### src/rtl/bus_frame_receiver_if.sv
// bus_frame_receiver_if
// Groups the serial bus line, node address and frame-result outputs of
// bus_frame_receiver into one bundle.
//   bus      : serial line, one bit per clock, idles at 1
//   addr     : this node's address, only its value at the stop bit matters
//   data_out : payload of the last accepted frame
//   src_out  : source address of the last accepted frame
//   mod_out  : mode field of the last accepted frame
//   valid    : one-cycle pulse, accepted frame with good CRC
//   crc_err  : one-cycle pulse, addressed frame with bad CRC or bad stop bit
//   busy     : a frame is being received
// master = the side that drives the line, slave = the receiver.
interface bus_frame_receiver_if;
    logic        bus;
    logic [3:0]  addr;
    logic [63:0] data_out;
    logic [3:0]  src_out;
    logic [1:0]  mod_out;
    logic        valid;
    logic        crc_err;
    logic        busy;

    modport master (
        output bus, addr,
        input  data_out, src_out, mod_out, valid, crc_err, busy
    );

    modport slave (
        input  bus, addr,
        output data_out, src_out, mod_out, valid, crc_err, busy
    );
endinterface

### src/rtl/bus_frame_receiver.sv
// bus_frame_receiver
// Receives 80-bit serial frames, MSB first per field:
//   start(0) dst[3:0] src[3:0] mod[1:0] data[63:0] crc[3:0] stop(1)
// A running CRC-4 covers dst/src/mod/data; the received crc field is kept
// separately and compared at the stop bit.  Frames addressed to this node
// (dst == addr or broadcast mode 01, and mode not reserved 1x) either load
// the outputs and pulse valid, or pulse crc_err on a CRC/stop-bit failure.
// Ports:
//   clock : system clock, rising edge
//   reset : asynchronous, active high
//   bif   : bus_frame_receiver_if.slave (bus, addr in; results out)
//
// state | meaning
// IDLE  | waiting for a 0 on the bus (start bit)
// HDR   | shifting dst, src, mod (10 bits)
// PAY   | shifting data (64 bits)
// CRC   | shifting the received crc field (4 bits)
// STOP  | sampling stop bit, deciding accept / error / drop
module bus_frame_receiver #(
    parameter logic [3:0] CRC_POLY = 4'b0011
) (
    input  logic                 clock,
    input  logic                 reset,
    bus_frame_receiver_if.slave  bif
);

    typedef enum logic [2:0] {
        ST_IDLE = 3'd0,
        ST_HDR  = 3'd1,
        ST_PAY  = 3'd2,
        ST_CRC  = 3'd3,
        ST_STOP = 3'd4
    } state_t;

    state_t      state_q, state_d;
    logic [6:0]  cnt_q, cnt_d;
    logic [3:0]  crc_q, crc_d;
    logic [3:0]  rx_crc_q, rx_crc_d;
    logic [9:0]  hdr_q, hdr_d;
    logic [63:0] pay_q, pay_d;
    logic [63:0] data_out_q, data_out_d;
    logic [3:0]  src_out_q, src_out_d;
    logic [1:0]  mod_out_q, mod_out_d;
    logic        valid_q, valid_d;
    logic        crc_err_q, crc_err_d;
    logic        stop_seen_q, stop_seen_d;

    logic        crc_fb;
    logic [3:0]  crc_next;
    logic [3:0]  hdr_dst;
    logic [3:0]  hdr_src;
    logic [1:0]  hdr_mod;
    logic        addressed;
    logic        frame_good;

    assign hdr_dst = hdr_q[9:6];
    assign hdr_src = hdr_q[5:2];
    assign hdr_mod = hdr_q[1:0];

    // One CRC step for the bit currently on the bus.
    assign crc_fb   = crc_q[3] ^ bif.bus;
    assign crc_next = {crc_q[2:0], 1'b0} ^ (crc_fb ? CRC_POLY : 4'b0000);

    // Evaluated in STOP; addr is read live so only its stop-bit value counts.
    assign addressed  = ((hdr_dst == bif.addr) || (hdr_mod == 2'b01)) && !hdr_mod[1];
    assign frame_good = bif.bus && (crc_q == rx_crc_q);

    always_ff @(posedge clock or posedge reset) begin
        if (reset) begin
            state_q     <= ST_IDLE;
            cnt_q       <= '0;
            crc_q       <= '0;
            rx_crc_q    <= '0;
            hdr_q       <= '0;
            pay_q       <= '0;
            data_out_q  <= '0;
            src_out_q   <= '0;
            mod_out_q   <= '0;
            valid_q     <= 1'b0;
            crc_err_q   <= 1'b0;
            stop_seen_q <= 1'b0;
        end else begin
            state_q     <= state_d;
            cnt_q       <= cnt_d;
            crc_q       <= crc_d;
            rx_crc_q    <= rx_crc_d;
            hdr_q       <= hdr_d;
            pay_q       <= pay_d;
            data_out_q  <= data_out_d;
            src_out_q   <= src_out_d;
            mod_out_q   <= mod_out_d;
            valid_q     <= valid_d;
            crc_err_q   <= crc_err_d;
            stop_seen_q <= stop_seen_d;
        end
    end

    always_comb begin
        state_d     = state_q;
        cnt_d       = cnt_q + 7'd1;
        crc_d       = crc_q;
        rx_crc_d    = rx_crc_q;
        hdr_d       = hdr_q;
        pay_d       = pay_q;
        data_out_d  = data_out_q;
        src_out_d   = src_out_q;
        mod_out_d   = mod_out_q;
        valid_d     = 1'b0;
        crc_err_d   = 1'b0;
        stop_seen_d = 1'b0;

        case (state_q)
            ST_IDLE: begin
                cnt_d = '0;
                if (!bif.bus) begin
                    state_d = ST_HDR;
                    crc_d   = '0;
                end
            end
            ST_HDR: begin
                crc_d = crc_next;
                hdr_d = {hdr_q[8:0], bif.bus};
                if (cnt_q == 7'd9) begin
                    state_d = ST_PAY;
                    cnt_d   = '0;
                end
            end
            ST_PAY: begin
                crc_d = crc_next;
                pay_d = {pay_q[62:0], bif.bus};
                if (cnt_q == 7'd63) begin
                    state_d = ST_CRC;
                    cnt_d   = '0;
                end
            end
            ST_CRC: begin
                rx_crc_d = {rx_crc_q[2:0], bif.bus};
                if (cnt_q == 7'd3) begin
                    state_d = ST_STOP;
                    cnt_d   = '0;
                end
            end
            ST_STOP: begin
                state_d     = ST_IDLE;
                cnt_d       = '0;
                stop_seen_d = 1'b1;
                if (addressed) begin
                    if (frame_good) begin
                        valid_d    = 1'b1;
                        data_out_d = pay_q;
                        src_out_d  = hdr_src;
                        mod_out_d  = hdr_mod;
                    end else begin
                        crc_err_d = 1'b1;
                    end
                end
            end
            default: begin
                state_d = ST_IDLE;
                cnt_d   = '0;
            end
        endcase
    end

    assign bif.data_out = data_out_q;
    assign bif.src_out  = src_out_q;
    assign bif.mod_out  = mod_out_q;
    assign bif.valid    = valid_q;
    assign bif.crc_err  = crc_err_q;
    // In the cycle right after the stop bit the FSM is back in IDLE, but if
    // the next start bit is already on the line the frame stream has not
    // paused, so busy is held to keep it continuous across back-to-back frames.
    assign bif.busy     = (state_q != ST_IDLE) || (stop_seen_q && !bif.bus);

endmodule
### src/flat_wrapper.sv
// flat-port wrapper written by rule: the top's interface ports become plain ports
module bus_frame_receiver_flat 
#(
    parameter logic [3:0] CRC_POLY = 4'b0011
)
  (clock, reset, bif_bus, bif_addr, bif_data_out, bif_src_out, bif_mod_out, bif_valid, bif_crc_err, bif_busy);
  bus_frame_receiver_if bif_i ();
  input  logic clock;
  input  logic reset;
  input wire logic [$bits(bif_i.bus)-1:0] bif_bus;
  input wire logic [$bits(bif_i.addr)-1:0] bif_addr;
  output wire logic [$bits(bif_i.data_out)-1:0] bif_data_out;
  output wire logic [$bits(bif_i.src_out)-1:0] bif_src_out;
  output wire logic [$bits(bif_i.mod_out)-1:0] bif_mod_out;
  output wire logic [$bits(bif_i.valid)-1:0] bif_valid;
  output wire logic [$bits(bif_i.crc_err)-1:0] bif_crc_err;
  output wire logic [$bits(bif_i.busy)-1:0] bif_busy;
  assign bif_i.bus = bif_bus;
  assign bif_i.addr = bif_addr;
  assign bif_data_out = bif_i.data_out;
  assign bif_src_out = bif_i.src_out;
  assign bif_mod_out = bif_i.mod_out;
  assign bif_valid = bif_i.valid;
  assign bif_crc_err = bif_i.crc_err;
  assign bif_busy = bif_i.busy;
  bus_frame_receiver #(.CRC_POLY(CRC_POLY)) u_core (.clock(clock), .reset(reset), .bif(bif_i));
endmodule
### config.mk
export PLATFORM = sky130hd
export DESIGN_NAME = bus_frame_receiver_flat
export DESIGN_NICKNAME = d
export VERILOG_FILES = /design/src/rtl/bus_frame_receiver_if.sv /design/src/rtl/bus_frame_receiver.sv /design/src/flat_wrapper.sv
export SDC_FILE = /design/constraint.sdc
export NUM_CORES = 1
export LEC_CHECK = 0
export CORE_ASPECT_RATIO = 1.25
export CORE_MARGIN = 8
export CORE_UTILIZATION = 40
export DETAILED_ROUTE_END_ITERATION = 8
export PLACE_DENSITY_LB_ADDON = 0.3
export SLEW_MARGIN = 15
export SYNTH_ARGS = -nofsm -noshare
export SYNTH_HDL_FRONTEND = slang
export SYNTH_SLANG_ARGS = --single-unit
### constraint.sdc
create_clock -name clock -period 8.9 [get_ports clock]
set_input_delay 2.225 -clock clock [delete_from_list [all_inputs] [get_ports clock]]
set_output_delay 2.225 -clock clock [all_outputs]
set_load 0.005 [all_outputs]
==> results.sh <==
export IMPL_wire_per_inst_um=15.37
export IMPL_max_freq_mhz=170.3
export IMPL_dp_final_hpwl_um=7358
export IMPL_crit_chain="clkdlybuf4s50_1 -> nand2b_1 -> nand3_1 -> clkdlybuf4s50_1"
export IMPL_chipHeight_um=158.2
export IMPL_grt_pass1_wl_um=19030
export IMPL_clock_sinks=165
export IMPL_final_hold_viol_count=0
export IMPL_async_reset_ff_share_pct=100.0
export IMPL_numCtsBuffers=17
export IMPL_drt_met1_wl_um=4589
export IMPL_pin_count=80
export IMPL_cts_buffer_depth=2
export IMPL_clk_pin_slew_ns=0.06
export IMPL_grt_ovfl_total=0
export IMPL_die_x_um=129.7
export IMPL_synth_seq_area_share_pct=63.83
export IMPL_hold_path_class="flip-flop to flip-flop"
export IMPL_crit_type="input port to output pin"
export IMPL_fin_util_pct=50.22
export IMPL_cts_post_setup_buffers_inserted=0
export IMPL_crit_fanout=9
export IMPL_p_per_area_mw_per_mm2=232.5
export IMPL_r2r_start="u_core.state_q[0]"
export IMPL_rsz0062_at_grt="no"
export IMPL_layout_common_cells="dfrtp_1 (165), mux2_2 (141), clkdlybuf4s50_1 (79)"
export IMPL_root_buffer="clkbuf_16"
export IMPL_hold_buffers=0
export IMPL_io_buffers=79
export IMPL_dr_pass1_iters=4
export IMPL_endpoint_kind="output pin"
export IMPL_nets=511
export IMPL_cap_violations=0
export IMPL_worstMarginPinSlew_ns=0.8572
export IMPL_h_tree_depth=4
export IMPL_critical_path_most_common_cell="clkdlybuf4s50_1"
export IMPL_grt_pass1_vias=3797
export IMPL_dpl_cell_count=699
export IMPL_finalSetupViolations=0
export IMPL_report_final_slew_viol_count=0
export IMPL_clk_latency_ns=0.42
export IMPL_critical_path_max_stage_delay_ns=0.59
export IMPL_dieArea_mm2=0.02052
export IMPL_peakVddDrop_v=0.0001437
export IMPL_fin_cells=731
export IMPL_cp_arrival_ns=3.65
export IMPL_slew_headroom_pct=42.85
export IMPL_skew_ns=0.008803
export IMPL_dpl_cell_area_mm2=0.007432
export IMPL_core_region_area_mm2=0.01601
export IMPL_start_kind="input port"
export IMPL_ctsResizeCount=0
export IMPL_outcome="completed"
export IMPL_dr_wl_met3_um=763
export IMPL_cts_tree="built"
export IMPL_whs_ns=0.4892
export IMPL_critPathRequiredTime_ns=6.68
export IMPL_netlist_area_mm2=0.006469
export IMPL_final_common_cell="dfrtp_1"
export IMPL_grtUsageTotal_pct=12.10
export IMPL_area_delta_synth_final_pct=24.26
export IMPL_crit_slowest_cell="clkdlybuf4s50_1"
export IMPL_worstHoldStart="u_core.bif.data_out[54]"
export IMPL_route_detailed_drc=0
export IMPL_synth_avg_cell_area_um2=15.44
export IMPL_fin_setup_tns_ns=0
export IMPL_postRouteAntennaNets=0
export IMPL_syn_instance_count=419
export IMPL_fin_crit_sh_pct=65.98
export IMPL_yosys_warnings=0
export IMPL_stdcell_area_mm2=0.008038
export IMPL_fin_crit_ns=5.872
export IMPL_rows=52
export IMPL_layout_drive_gt1_share_pct=35.15
export IMPL_grt_start_max_net_pins=97
export IMPL_vias_per_cell=4.880
export IMPL_crit_start="bif_bus"
export IMPL_drt_wl_total_um=11230
export IMPL_diodes=0
export IMPL_synth_flop_cell="dfrtp_1"
export IMPL_synth_seq_cells=165
export IMPL_vias=3567
export IMPL_start_util_pct=40.42
export IMPL_place_congestion=0.7773
export IMPL_antenna_found_initial=0
export IMPL_synth_net_count=428
export IMPL_p_leak_nw=3.817
export IMPL_synth_edf_count=0
export IMPL_top_layer_used="met4"
export IMPL_fillers=1407
export IMPL_synth_cell_type_count=33
export IMPL_wl_met2_um=5727
export IMPL_drtIter0Drc=160
## state kept, by name, summed over array words and instances, names as in the netlist
signal and count:
u_core.bif.crc_err 1, u_core.hdr_q 10, u_core.bif.data_out 64, u_core.pay_q 64, u_core.bif.src_out 4, u_core.bif.mod_out 2, u_core.stop_seen_q 1, u_core.cnt_q 7
u_core.bif.valid 1, u_core.rx_crc_q 4, u_core.crc_q 4, u_core.state_q 3
## area by class of cell
type | instances | area, µm² | area share, %
clock buffer | 17 | 425.4 | 5.293
tap | 216 | 270.3 | 3.362
clock inverter | 15 | 180.2 | 2.242
inverter | 5 | 23.77 | 0.2958
timing repair buffer | 83 | 820.8 | 10.21
multi-input combinational | 230 | 2188 | 27.23
sequential | 165 | 4129 | 51.37
## path summary, 6_finish.rpt
| check | end | slack, ns | depth (start not counted) |
|---|---|---|---|
| max in group asynchronous | u_core.pay_q[42] | 5.13 | 3 |
| setup / recovery | bif_busy | 3.03 | 4 |
| hold / removal | u_core.bif.data_out[54] | 0.49 | 1 |
| setup reg to reg | u_core.state_q[2] | 6.43 | 5 |
| hold reg to reg | u_core.bif.data_out[54] | 0.49 | 1 |
| min in group asynchronous | u_core.bif.data_out[34] | 2.36 | 2 |
## Yosys cell counts (2+ instances only)
library cell | number | area share, %
nor2_1 | 16 | 0.93
nor2b_1 | 4 | 0.39
dfrtp_1 | 165 | 64
o21ai_0 | 2 | 0.15
xnor2_1 | 12 | 1.6
mux2_2 | 141 | 25
ha_1 | 2 | 0.39
buf_2 | 6 | 0.46
mux2_1 | 6 | 1.0
nand3b_1 | 2 | 0.23
a211oi_1 | 2 | 0.23
nor3_1 | 3 | 0.23
clkbuf_1 | 5 | 0.29
nand2_1 | 11 | 0.64
and3_1 | 2 | 0.19
xor2_1 | 2 | 0.27
buf_6 | 7 | 1.2
a31oi_1 | 2 | 0.19
nand3_1 | 6 | 0.46
nand2b_1 | 2 | 0.19
a221oi_1 | 4 | 0.54
a21oi_1 | 2 | 0.15
inv_1 | 5 | 0.29
## logic make-up (layout without fill, tap and decap cells)
family | count (synthesis) | after routing | share of synthesized area, %
XOR/XNOR | 14 | 14 | 1.896
flip-flops | 165 | 165 | 63.83
multiplexers | 147 | 147 | 25.59
adder cells (fa/ha/maj) | 2 | 2 | 0.3868
buffers and inverters | 24 | 120 | 2.379
AO/OA/AOI/OAI | 18 | 18 | 2.031
AND/OR/NAND/NOR | 49 | 49 | 3.888
## per-stage QoR
step	total power [W]	setup slack (ns)
after global routing	0.001966	2.934
after detailed placement	0.001148	3.000
after CTS	0.001902	2.999
after floorplan	0.001087	2.213
final	0.001869	3.028
after global placement	0.001134	3.012
## power breakdown
| part | total (W) | leakage (nW) | switching, W | internal, W |
|---|---|---|---|---|
| sequential | 0.000884 | 2.25 | 0.0000709 | 0.000813 |
| clock | 0.000742 | 0.278 | 0.000299 | 0.000443 |
| combinational | 0.000244 | 1.28 | 0.000114 | 0.000130 |
## routing by layer
| metal | track usage, % | vias to the layer above |
|---|---|---|
| li1 | - | 1654 |
| met1 | 13.53 | 1830 |
| met2 | 19.83 | 73 |
| met3 | 5.123 | 10 |
| met4 | 5.155 | 0 |
| met5 | 0 | - |
## critical path: cells and delay by family
kind,cells,cell delay [ns]
and+or+nand+nor,2,0.32
buffers and inverters,2,1.10
No activity file was read; power rests on OpenSTA's default activity.
